===== src/rtl/udp_pkg.sv =====
// udp_pkg: shared definitions for the UDP transmit-side blocks.
//   BYTE_W          - width of one payload byte on the transmit stream
//   udp_tx_state_t  - transmit FSM state encoding {IDLE, SEND}
//   udp_len_ok()    - true when a requested length fits 1..capacity bytes
package udp_pkg;

    localparam int unsigned BYTE_W = 8;

    typedef enum logic [0:0] {
        IDLE = 1'b0,
        SEND = 1'b1
    } udp_tx_state_t;

    // A packet must carry at least one byte and no more than the shadow register holds.
    function automatic logic udp_len_ok(input int unsigned len, input int unsigned capacity);
        return (len != 0) && (len <= capacity);
    endfunction

endpackage


===== src/rtl/udp_writer.sv =====
// udp_writer: latches a packed payload word on a start pulse and streams it
// out one byte per valid/ready handshake, most-significant byte first.
//   clk, rst   - single clock, synchronous active-high reset
//   start      - one-cycle send request for i_data/i_len
//   i_data     - packed payload, byte CAPACITY-1 (top) is sent first
//   i_len      - bytes to send, 1..CAPACITY (top i_len bytes are used)
//   o_valid    - o_data holds a byte to transfer
//   o_data     - current payload byte
//   o_last     - marks the final byte of the packet
//   o_ready    - downstream accepts the byte this cycle
//   busy       - packet in progress, start is refused
//   error      - one-cycle pulse after a refused start
module udp_writer
    import udp_pkg::*;
#(
    parameter  int unsigned CAPACITY = 1,
    localparam int unsigned LEN_W    = $clog2(CAPACITY + 1)
) (
    input  logic                         clk,
    input  logic                         rst,
    input  logic                         start,
    input  logic [CAPACITY*BYTE_W-1:0]   i_data,
    input  logic [LEN_W-1:0]             i_len,
    output logic                         o_valid,
    output logic [BYTE_W-1:0]            o_data,
    output logic                         o_last,
    input  logic                         o_ready,
    output logic                         busy,
    output logic                         error
);

    localparam int unsigned DATA_W = CAPACITY * BYTE_W;

    udp_tx_state_t      state;
    logic [DATA_W-1:0]  shreg;
    logic [LEN_W-1:0]   cnt;

    logic [DATA_W-1:0]  shreg_next;
    logic               len_ok;
    logic               xfer;

    // Next shadow contents after a transfer, length check and handshake decode.
    always_comb begin
        shreg_next = shreg << BYTE_W;
        len_ok     = udp_len_ok(32'(i_len), CAPACITY);
        xfer       = o_valid && o_ready;
    end

    // FSM, shadow shift register, remaining-byte counter and registered outputs.
    always_ff @(posedge clk) begin
        if (rst) begin
            state   <= IDLE;
            shreg   <= '0;
            cnt     <= '0;
            o_valid <= 1'b0;
            o_data  <= '0;
            o_last  <= 1'b0;
            busy    <= 1'b0;
            error   <= 1'b0;
        end else begin
            error <= 1'b0;
            case (state)
                IDLE: begin
                    if (start) begin
                        if (len_ok) begin
                            // o_data is loaded with the top byte directly so the
                            // first byte is presented in the cycle after acceptance.
                            shreg   <= i_data;
                            cnt     <= i_len;
                            o_data  <= i_data[DATA_W-1 -: BYTE_W];
                            o_last  <= (i_len == LEN_W'(1));
                            o_valid <= 1'b1;
                            busy    <= 1'b1;
                            state   <= SEND;
                        end else begin
                            error <= 1'b1;
                        end
                    end
                end

                SEND: begin
                    // A start in flight is refused even on the final handshake.
                    if (start) begin
                        error <= 1'b1;
                    end
                    if (xfer) begin
                        shreg <= shreg_next;
                        cnt   <= cnt - LEN_W'(1);
                        if (o_last) begin
                            o_valid <= 1'b0;
                            o_last  <= 1'b0;
                            o_data  <= '0;
                            busy    <= 1'b0;
                            state   <= IDLE;
                        end else begin
                            o_data <= shreg_next[DATA_W-1 -: BYTE_W];
                            o_last <= (cnt == LEN_W'(2));
                        end
                    end
                end

                default: begin
                    state <= IDLE;
                end
            endcase
        end
    end

endmodule


===== config.mk =====
export PLATFORM = sky130hd
export DESIGN_NAME = udp_writer
export DESIGN_NICKNAME = d
export VERILOG_FILES = /design/src/rtl/udp_pkg.sv /design/src/rtl/udp_writer.sv
export SDC_FILE = /design/constraint.sdc
export NUM_CORES = 1
export LEC_CHECK = 0
export BUFFER_PORTS_ARGS = -buffer_cell sky130_fd_sc_hd__clkbuf_2
export CAP_MARGIN = 20
export CORE_AREA = 2 2 39 41
export CTS_CLUSTER_DIAMETER = 100
export DETAILED_ROUTE_END_ITERATION = 12
export DIE_AREA = 0 0 41 43
export SLEW_MARGIN = 25
export SYNTH_ARGS = -nofsm -noshare
export SYNTH_HDL_FRONTEND = slang
export SYNTH_SLANG_ARGS = --single-unit

===== constraint.sdc =====
create_clock -name clk -period 1.3 [get_ports clk]
set_input_delay 0.39 -clock clk [delete_from_list [all_inputs] [get_ports clk]]
set_output_delay 0.39 -clock clk [all_outputs]
set_load 0.01 [all_outputs]

### Word-level counts from Yosys, hierarchy flattened

Index checks and enable logic that the tools add are counted.

* register bits after elaboration: 13
* latch bits: 0
* memory bits (writable): 0
* memory bits (read-only): 0
* bits of input ports: 13
* output and inout port bits: 12
* word-level logic and storage cells: 39
* memories: 0

* $add $sub $neg: 1
* $mul: 0
* div/mod/pow operators: 0
* magnitude comparators: 0
* equality and inequality tests: 4
* shift operators: 0
* mux-type cells: 23
* bitwise logic cells: 2
* reduce and logical (&&, ||, !) cells: 3

Operators by type and width (count)
* 8-bit 2-to-1 mux: 3
* 8-bit case mux with 2 select lines: 1
* 1-bit 2-to-1 mux: 14
* 1-bit case mux with 2 select lines: 5
* 2-bit != test, second input constant: 3
* 4-bit AND reduction: 1
* 3-bit AND reduction: 1
* 2-bit by 1-bit != test with 1-bit output, second input constant: 1
* 1-bit NOT: 2
* 1-bit logical AND: 1
* 1-bit subtractor, second input constant: 1

### Depth between registers and ports, before layout

Gate-level depths: netlist (run 1).

* depth after elaboration: 4
* depth in mapped cells: 4
* mapped depth without buffers: 3

### Worst setup path before layout (run 1)

OpenSTA, ideal clock, no wires.

* kind: input -> register
* start point: in o_ready
* end point: reg o_data[0]
* setup time: 59 ps
* arrival: 1094 ps
* required time: 1241 ps
* path slack: 146 ps
* stages: 4
* buffers on the path: 1
* path through: and3_1 buf_6 nor3_4 a22o_1

* cells in the longest elaborated chain, start to end: 3

Ends and longest elaborated chain
* from (decl): RTL line udp_writer.sv:27 `input logic o_ready,`
* 1-bit logical AND: RTL line udp_writer.sv:46 `xfer = o_valid && o_ready;`
* 2-bit by 1-bit != test with 1-bit output (no source line)
* 3-bit AND reduction (no source line)
* to (signal assigned): RTL line udp_writer.sv:70 `o_data <= i_data[DATA_W-1 -: BYTE_W];`
* to (signal assigned): RTL line udp_writer.sv:96 `o_data <= shreg_next[DATA_W-1 -: BYTE_W];`
* to (decl): RTL line udp_writer.sv:25 `output logic [BYTE_W-1:0] o_data,`

Every way passes these cells.
A chain may end at the register's enable or synchronous reset.

### Worst setup path after layout (run 1)

* start point: reg o_last
* end point: out o_last

RTL lines
* from (decl): RTL line udp_writer.sv:26 `output logic o_last,`
* from (signal assigned): RTL line udp_writer.sv:71 `o_last <= (i_len == LEN_W'(1));`
* from (signal assigned): RTL line udp_writer.sv:97 `o_last <= (cnt == LEN_W'(2));`

No word-level cell between the ends.

==> results of run 1 <==
## state kept, by name, summed over array words and instances (netlist names)
name	count
busy	1
cnt	1
error	1
o_data	8
o_last	1
state	1
## per-stage QoR
stage               hold slack, ns  cell area [sq um]  utilization
global placement             0.458                593        0.429
finish                       0.329                621        0.448
detailed placement           0.462                593        0.429
CTS                          0.323                621        0.448
floorplan                    0.434                462            -
global route                 0.316                621        0.448
## kinds of logic (layout without fill, tap and decap cells)
kind of cell,after synthesis,after routing,share of synthesized area
flip-flops,13,13,0.564
AO/OA/AOI/OAI,13,13,0.222
buffers and inverters,3,30,0.0515
AND/OR/NAND/NOR,10,10,0.163
## cells in the mapped netlist
master,count,area share
sky130_fd_sc_hd__o21a_1,1,0.016
sky130_fd_sc_hd__and3_1,1,0.014
sky130_fd_sc_hd__a211oi_1,1,0.016
sky130_fd_sc_hd__a21o_1,1,0.016
sky130_fd_sc_hd__a21oi_1,2,0.022
sky130_fd_sc_hd__nor2b_1,2,0.027
sky130_fd_sc_hd__buf_4,1,0.016
sky130_fd_sc_hd__nor3_1,3,0.033
sky130_fd_sc_hd__buf_6,1,0.024
sky130_fd_sc_hd__dfxtp_1,13,0.56
sky130_fd_sc_hd__buf_2,1,0.011
sky130_fd_sc_hd__a22o_1,8,0.15
sky130_fd_sc_hd__nor3b_1,1,0.016
sky130_fd_sc_hd__and3b_1,2,0.038
sky130_fd_sc_hd__nor3_4,1,0.035
## report_power, final
part	internal, uW	leakage (uW)	switching (uW)	total, uW
logic	52.2	0.000190	46.4	98.6
clock network	114	0.0000177	132	246
registers	421	0.000107	14.9	436
## how the worst max path moves through the flow
stage                      to  slack, ns     from  depth (start not counted)
floorplan           o_data[0]       0.15  o_ready                          4
global placement    o_data[7]       0.03    i_len                          4
detailed placement  o_data[0]       0.02    i_len                          4
CTS                    o_last        0.1   o_last                          1
global route           o_last       0.04   o_last                          1
finish                 o_last       0.11   o_last                          1
## layout make-up
class	count	area share
sequential	13	0.419
clock buffer	3	0.0363
clock inverter	1	0.00806
timing repair buffer	26	0.218
multi-input combinational	23	0.286
tap	16	0.0323
## per-layer routing
layer / up-vias / share of wire / GRT usage
met5: - / 0 / 0
met4: 0 / 0.017 / 0.0800
met3: 2 / 0.086 / 0.0628
met2: 16 / 0.40 / 0.125
met1: 175 / 0.50 / 0.164
li1: 198 / - / -
==> flow_summary_export.csv, run 1 <==
group,metric,value,unit
clocking,ctsRootBufferMaster,"sky130_fd_sc_hd__clkbuf_4",
setup_path,cp_num_buf_inv,1,
clocking,maximum_level_of_the_cts_h_tree,1,
clocking,postCtsSetupRepairBufs,0,
grt,first_global_vias,319,
clocking,clk_transition_reported_paths,0.09,ns
sta,final.setup.tns,0,ns
die,coreArea,1380,sq um
final_layout,total_inserted_antenna_cells,0,
final_layout,layout-drive-gt1-share,0.470,
clocking,postCtsHoldBufs,0,
placed_design,dp_worst_setup_slack,0.0245,ns
drt,postRouteWirelength,879,um
setup_path,critical_path_arrival,0.80,ns
grt,grt_pass1_wl,1290,um
setup_path,path_class,"reg -> out",
sta,worst_slew_pin_slew,0.338,ns
flow_run,maxCapViolCount,0,
die,floorplan.io_pins,25,
clocking,clock_latency,0.27,ns
setup_path,max_stage_delay,0.38,ns
sta,relative_slew_slack,0.774,
final_layout,layout.cells.non_filler,82,
setup_path,r2r.worst_path.cells,3,
yosys,synth_area,462,sq um
worst_hold_path,count_of_cells_along_the_worst_hold_path,2,
sta,final_report_setup_violation_count,0,
sta,post-route-period-util,0.915,
setup_path,end_kind,"output port",
power_and_ir_drop,fin_total_pwr,781,uW
placed_design,post-place-cells,78,
die,starting_density_of_the_core,0.334,
worst_hold_path,worst_hold_path_startpoint,"i_data[2]",
setup_path,cell_with_the_largest_stage_delay_on_the_worst_path,"sky130_fd_sc_hd__dfxtp_1",
setup_path,critical_path_s_top_delay_family,"flip-flops",
drt,detail_route.drc_violations,0,
clocking,total_clock_buffers_created_by_cts,3,
sta,worst_clock_skew,0.00993,ns
yosys,postSynthCellCount,39,
grt,grt_start_max_net_pins,10,
sta,drv_slew,0,
final_layout,regArea,260,sq um
setup_path,crit-reg2reg-capture,"o_data[4]",
sta,fin_crit,1.19,ns
drt,drtIter0Drc,1,
power_and_ir_drop,irDropWorstVdd,0.518,mV
drt,route.detailed.vias_per_inst,4.77,
placed_design,gp_congestion,0.578,
yosys,post_synthesis_net_count,52,
yosys,synth.ff_latch_count,13,
sta,fmaxAchievable,0.841,GHz
clocking,cts_max_path_buffers,2,
final_layout,total_number_of_nets_in_the_final_design,80,
drt,drt-pass1-iter-count,2,
grt,overflow,0,
power_and_ir_drop,cellLeakagePower,0.000314,uW
final_layout,multi_input_area,178,sq um
setup_path,worstSetupStartpointType,"flop",
setup_path,crit_path_cell_trace,"clkbuf_2",
final_layout,mostFrequentLayoutCell,"sky130_fd_sc_hd__clkbuf_2",
clocking,tritoncts_clock_tree,"done",
clocking,cts_num_sinks,13,
yosys,synth_warnings,0,
placed_design,numPortBuffers,24,
yosys,register_area_share_after_synthesis,0.564,
power_and_ir_drop,p_per_area,1260,nW/um^2
yosys,postSynthAreaPerCell,11.8,sq um
sta,grt_setup_unrepaired,"no",
die,die-height,43,um
grt,grt_antenna_before_repair,0,
grt,grt_use_total,0.115,
final_layout,most-common-layout-cells,"sky130_fd_sc_hd__clkbuf_2, sky130_fd_sc_hd__dfxtp_1, sky130_fd_sc_hd__a22o_1",
yosys,synth_cell_types,15,
die,die_x,41,um
die,placement_rows,14,
die,fp.dieArea,1760,sq um
clocking,cts.repair.resized,0,
drt,antenna_violating_nets_post_route,0,
drt,via_count,391,
final_layout,syn_to_final_growth,34.4,%
final_layout,num-fill-cells,148,
drt,drt-wirelength-per-cell,10.7,um
setup_path,required,0.91,ns
setup_path,r2r_setup_slack,0.17,ns
outcome,run_status,"complete, no violations",
worst_hold_path,holdPathEnd,"o_data[2]",
setup_path,crit-reg2reg-launch,"state",
sta,post-route-worst-setup-slack,0.111,ns
worst_hold_path,hp-class,"in -> reg",
setup_path,worst-path-max-fanout,4,
sta,report.final.hold_viol_count,0,
Note: power is estimated with default switching activity, not from simulation.
==> inputs of run 2 (changes only) <==
--- a/config.mk
+++ b/config.mk
@@ -12,4 +12,6 @@
 export DETAILED_ROUTE_END_ITERATION = 12
 export DIE_AREA = 0 0 41 43
+export MAX_ROUTING_LAYER = met4
+export PLACE_DENSITY = 0.73
 export SLEW_MARGIN = 25
 export SYNTH_ARGS = -nofsm -noshare
==> constraint.sdc (replaced) <==
create_clock -name clk -period 1.3 [get_ports clk]
set_input_delay 0.26 -clock clk [delete_from_list [all_inputs] [get_ports clk]]
set_output_delay 0.26 -clock clk [all_outputs]
set_load 0.01 [all_outputs]
==> flow_summary_export.csv, run 2 (synthesis results as in run 1) <==
group,metric,value,unit
outcome,run_status,"complete, no violations",
clocking,clk_transition_reported_paths,0.08,ns
final_layout,post-route-cell-area,606,sq um
grt,groute.layer.met1.usage,0.161,
grt,grt_antenna_before_repair,0,
final_layout,layout-drive-gt1-share,0.453,
setup_path,worst_setup_path_endpoint,"o_data[3]",
clocking,total_clock_buffers_created_by_cts,3,
final_layout,total_number_of_nets_in_the_final_design,78,
placed_design,dp_worst_setup_slack,0.119,ns
power_and_ir_drop,cellLeakagePower,0.000304,uW
setup_path,max_stage_delay,0.34,ns
setup_path,path_class,"reg -> reg",
setup_path,cp_num_cells,3,
sta,grt_setup_unrepaired,"no",
final_layout,most-common-layout-cells,"sky130_fd_sc_hd__clkbuf_2, sky130_fd_sc_hd__dfxtp_1, sky130_fd_sc_hd__a22o_1",
setup_path,critical_path_arrival,1.38,ns
worst_hold_path,hp-class,"in -> reg",
setup_path,end_kind,"flop",
sta,report.final.hold_viol_count,0,
final_layout,largest_reg_flops,8,
setup_path,crit-reg2reg-capture,"o_data[3]",
clocking,cts.repair.resized,0,
placed_design,gp_congestion,0.638,
grt,grt_busiest_layer,"met1",
final_layout,regArea,260,sq um
placed_design,numPortBuffers,24,
drt,drt-wirelength-per-cell,10.8,um
placed_design,dpl_cell_area,578,sq um
sta,timing.hold.ws,0.202,ns
clocking,cts_max_path_buffers,2,
setup_path,worst-path-max-fanout,8,
setup_path,r2r_setup_slack,0.13,ns
setup_path,critical_path_s_top_delay_family,"simple AND/OR/NAND/NOR gates",
final_layout,finish.utilization,0.438,
clocking,postCtsSetupRepairBufs,0,
sta,final_report_setup_violation_count,0,
flow_run,maxCapViolCount,0,
placed_design,dp_hpwl,692,um
die,placement_rows,14,
grt,grt_use_total,0.125,
grt,globalRouteMet2Util,0.159,
final_layout,mostFrequentLayoutCell,"sky130_fd_sc_hd__clkbuf_2",
sta,final.setup.tns,0,ns
clocking,clock_latency,0.27,ns
sta,drv_slew,0,
sta,relative_slew_slack,0.777,
sta,worst_slew_pin_slew,0.333,ns
die,starting_density_of_the_core,0.334,
setup_path,worstSetupStartpointType,"flop",
setup_path,crit-reg2reg-launch,"state",
final_layout,top_register,"o_data",
die,coreArea,1380,sq um
grt,grt_start_max_net_pins,10,
setup_path,required,1.51,ns
drt,antenna_violating_nets_post_route,0,
sta,post-route-worst-setup-slack,0.129,ns
grt,gr-usage-met3,0.0628,
drt,route.detailed.vias_per_inst,4.83,
die,floorplan.io_pins,25,
setup_path,crit_path_cell_trace,"and3_1 > nor3_4 > a22o_1",
setup_path,cp_num_buf_inv,0,
drt,postRouteWirelength,861,um
clocking,maximum_level_of_the_cts_h_tree,1,
power_and_ir_drop,p_per_area,1270,nW/um^2
setup_path,crit_start,"state",
clocking,postCtsHoldBufs,0,
setup_path,cell_with_the_largest_stage_delay_on_the_worst_path,"sky130_fd_sc_hd__nor3_4",
final_layout,syn_to_final_growth,31.2,%
grt,overflow,0,
drt,via_count,386,
clocking,cts_num_sinks,13,
final_layout,num-fill-cells,142,
final_layout,total_inserted_antenna_cells,0,
grt,first_global_vias,352,
drt,drt-pass1-iter-count,4,
clocking,ctsRootBufferMaster,"sky130_fd_sc_hd__clkbuf_4",
power_and_ir_drop,irDropWorstVdd,0.535,mV
sta,fmaxAchievable,0.854,GHz
die,die_x,41,um
setup_path,r2r.worst_path.cells,3,
die,fp.dieArea,1760,sq um
final_layout,multi_input_area,178,sq um
drt,drtIter0Drc,8,
drt,detail_route.drc_violations,0,
sta,worst_clock_skew,0.00706,ns
grt,grt_pass1_wl,1410,um
clocking,tritoncts_clock_tree,"done",
sta,fin_crit,1.17,ns
sta,post-route-period-util,0.901,
die,die-height,43,um
run 2: final cells by class:
type                       count  area share
multi-input combinational     23       0.293
clock buffer                   3      0.0372
tap                           16      0.0331
timing repair buffer          24       0.198
clock inverter                 1     0.00826
sequential                    13       0.430
run 2: worst reg2reg max path, cell delays in order (launching register included):
cell and delay, ns:
sky130_fd_sc_hd__dfxtp_1 0.33, sky130_fd_sc_hd__and3_1 0.25, sky130_fd_sc_hd__nor3_4 0.34, sky130_fd_sc_hd__a22o_1 0.19
run 2: through the flow:
stage	total power (uW)	instances
2_1_floorplan	498	39
3_3_place_gp	541	76
3_5_place_dp	544	76
4_1_cts	784	80
5_1_grt	822	80
6_report	767	80
run 2: layer usage:
metal	vias up	share of wire
met3	4	0.093
met1	164	0.45
met2	20	0.44
li1	198	-
met4	0	0.019
met5	-	0
run 2: worst min path at each step:
stage / slack (ns) / endpoint / startpoint / cells past startpoint
after global routing: 0.19 / o_data[1] / i_data[1] / 2
after global placement: 0.46 / o_data[1] / o_data[1] / 1
final: 0.20 / o_data[7] / i_data[7] / 2
after floorplan: 0.33 / cnt / rst / 1
after detailed placement: 0.46 / o_data[4] / o_data[4] / 1
after CTS: 0.20 / o_data[1] / i_data[1] / 2
run 2: where the power goes:
group | internal, uW | total, uW | switching (uW)
clock network | 114 | 235 | 121
logic | 49.7 | 96.3 | 46.6
registers | 421 | 436 | 14.7
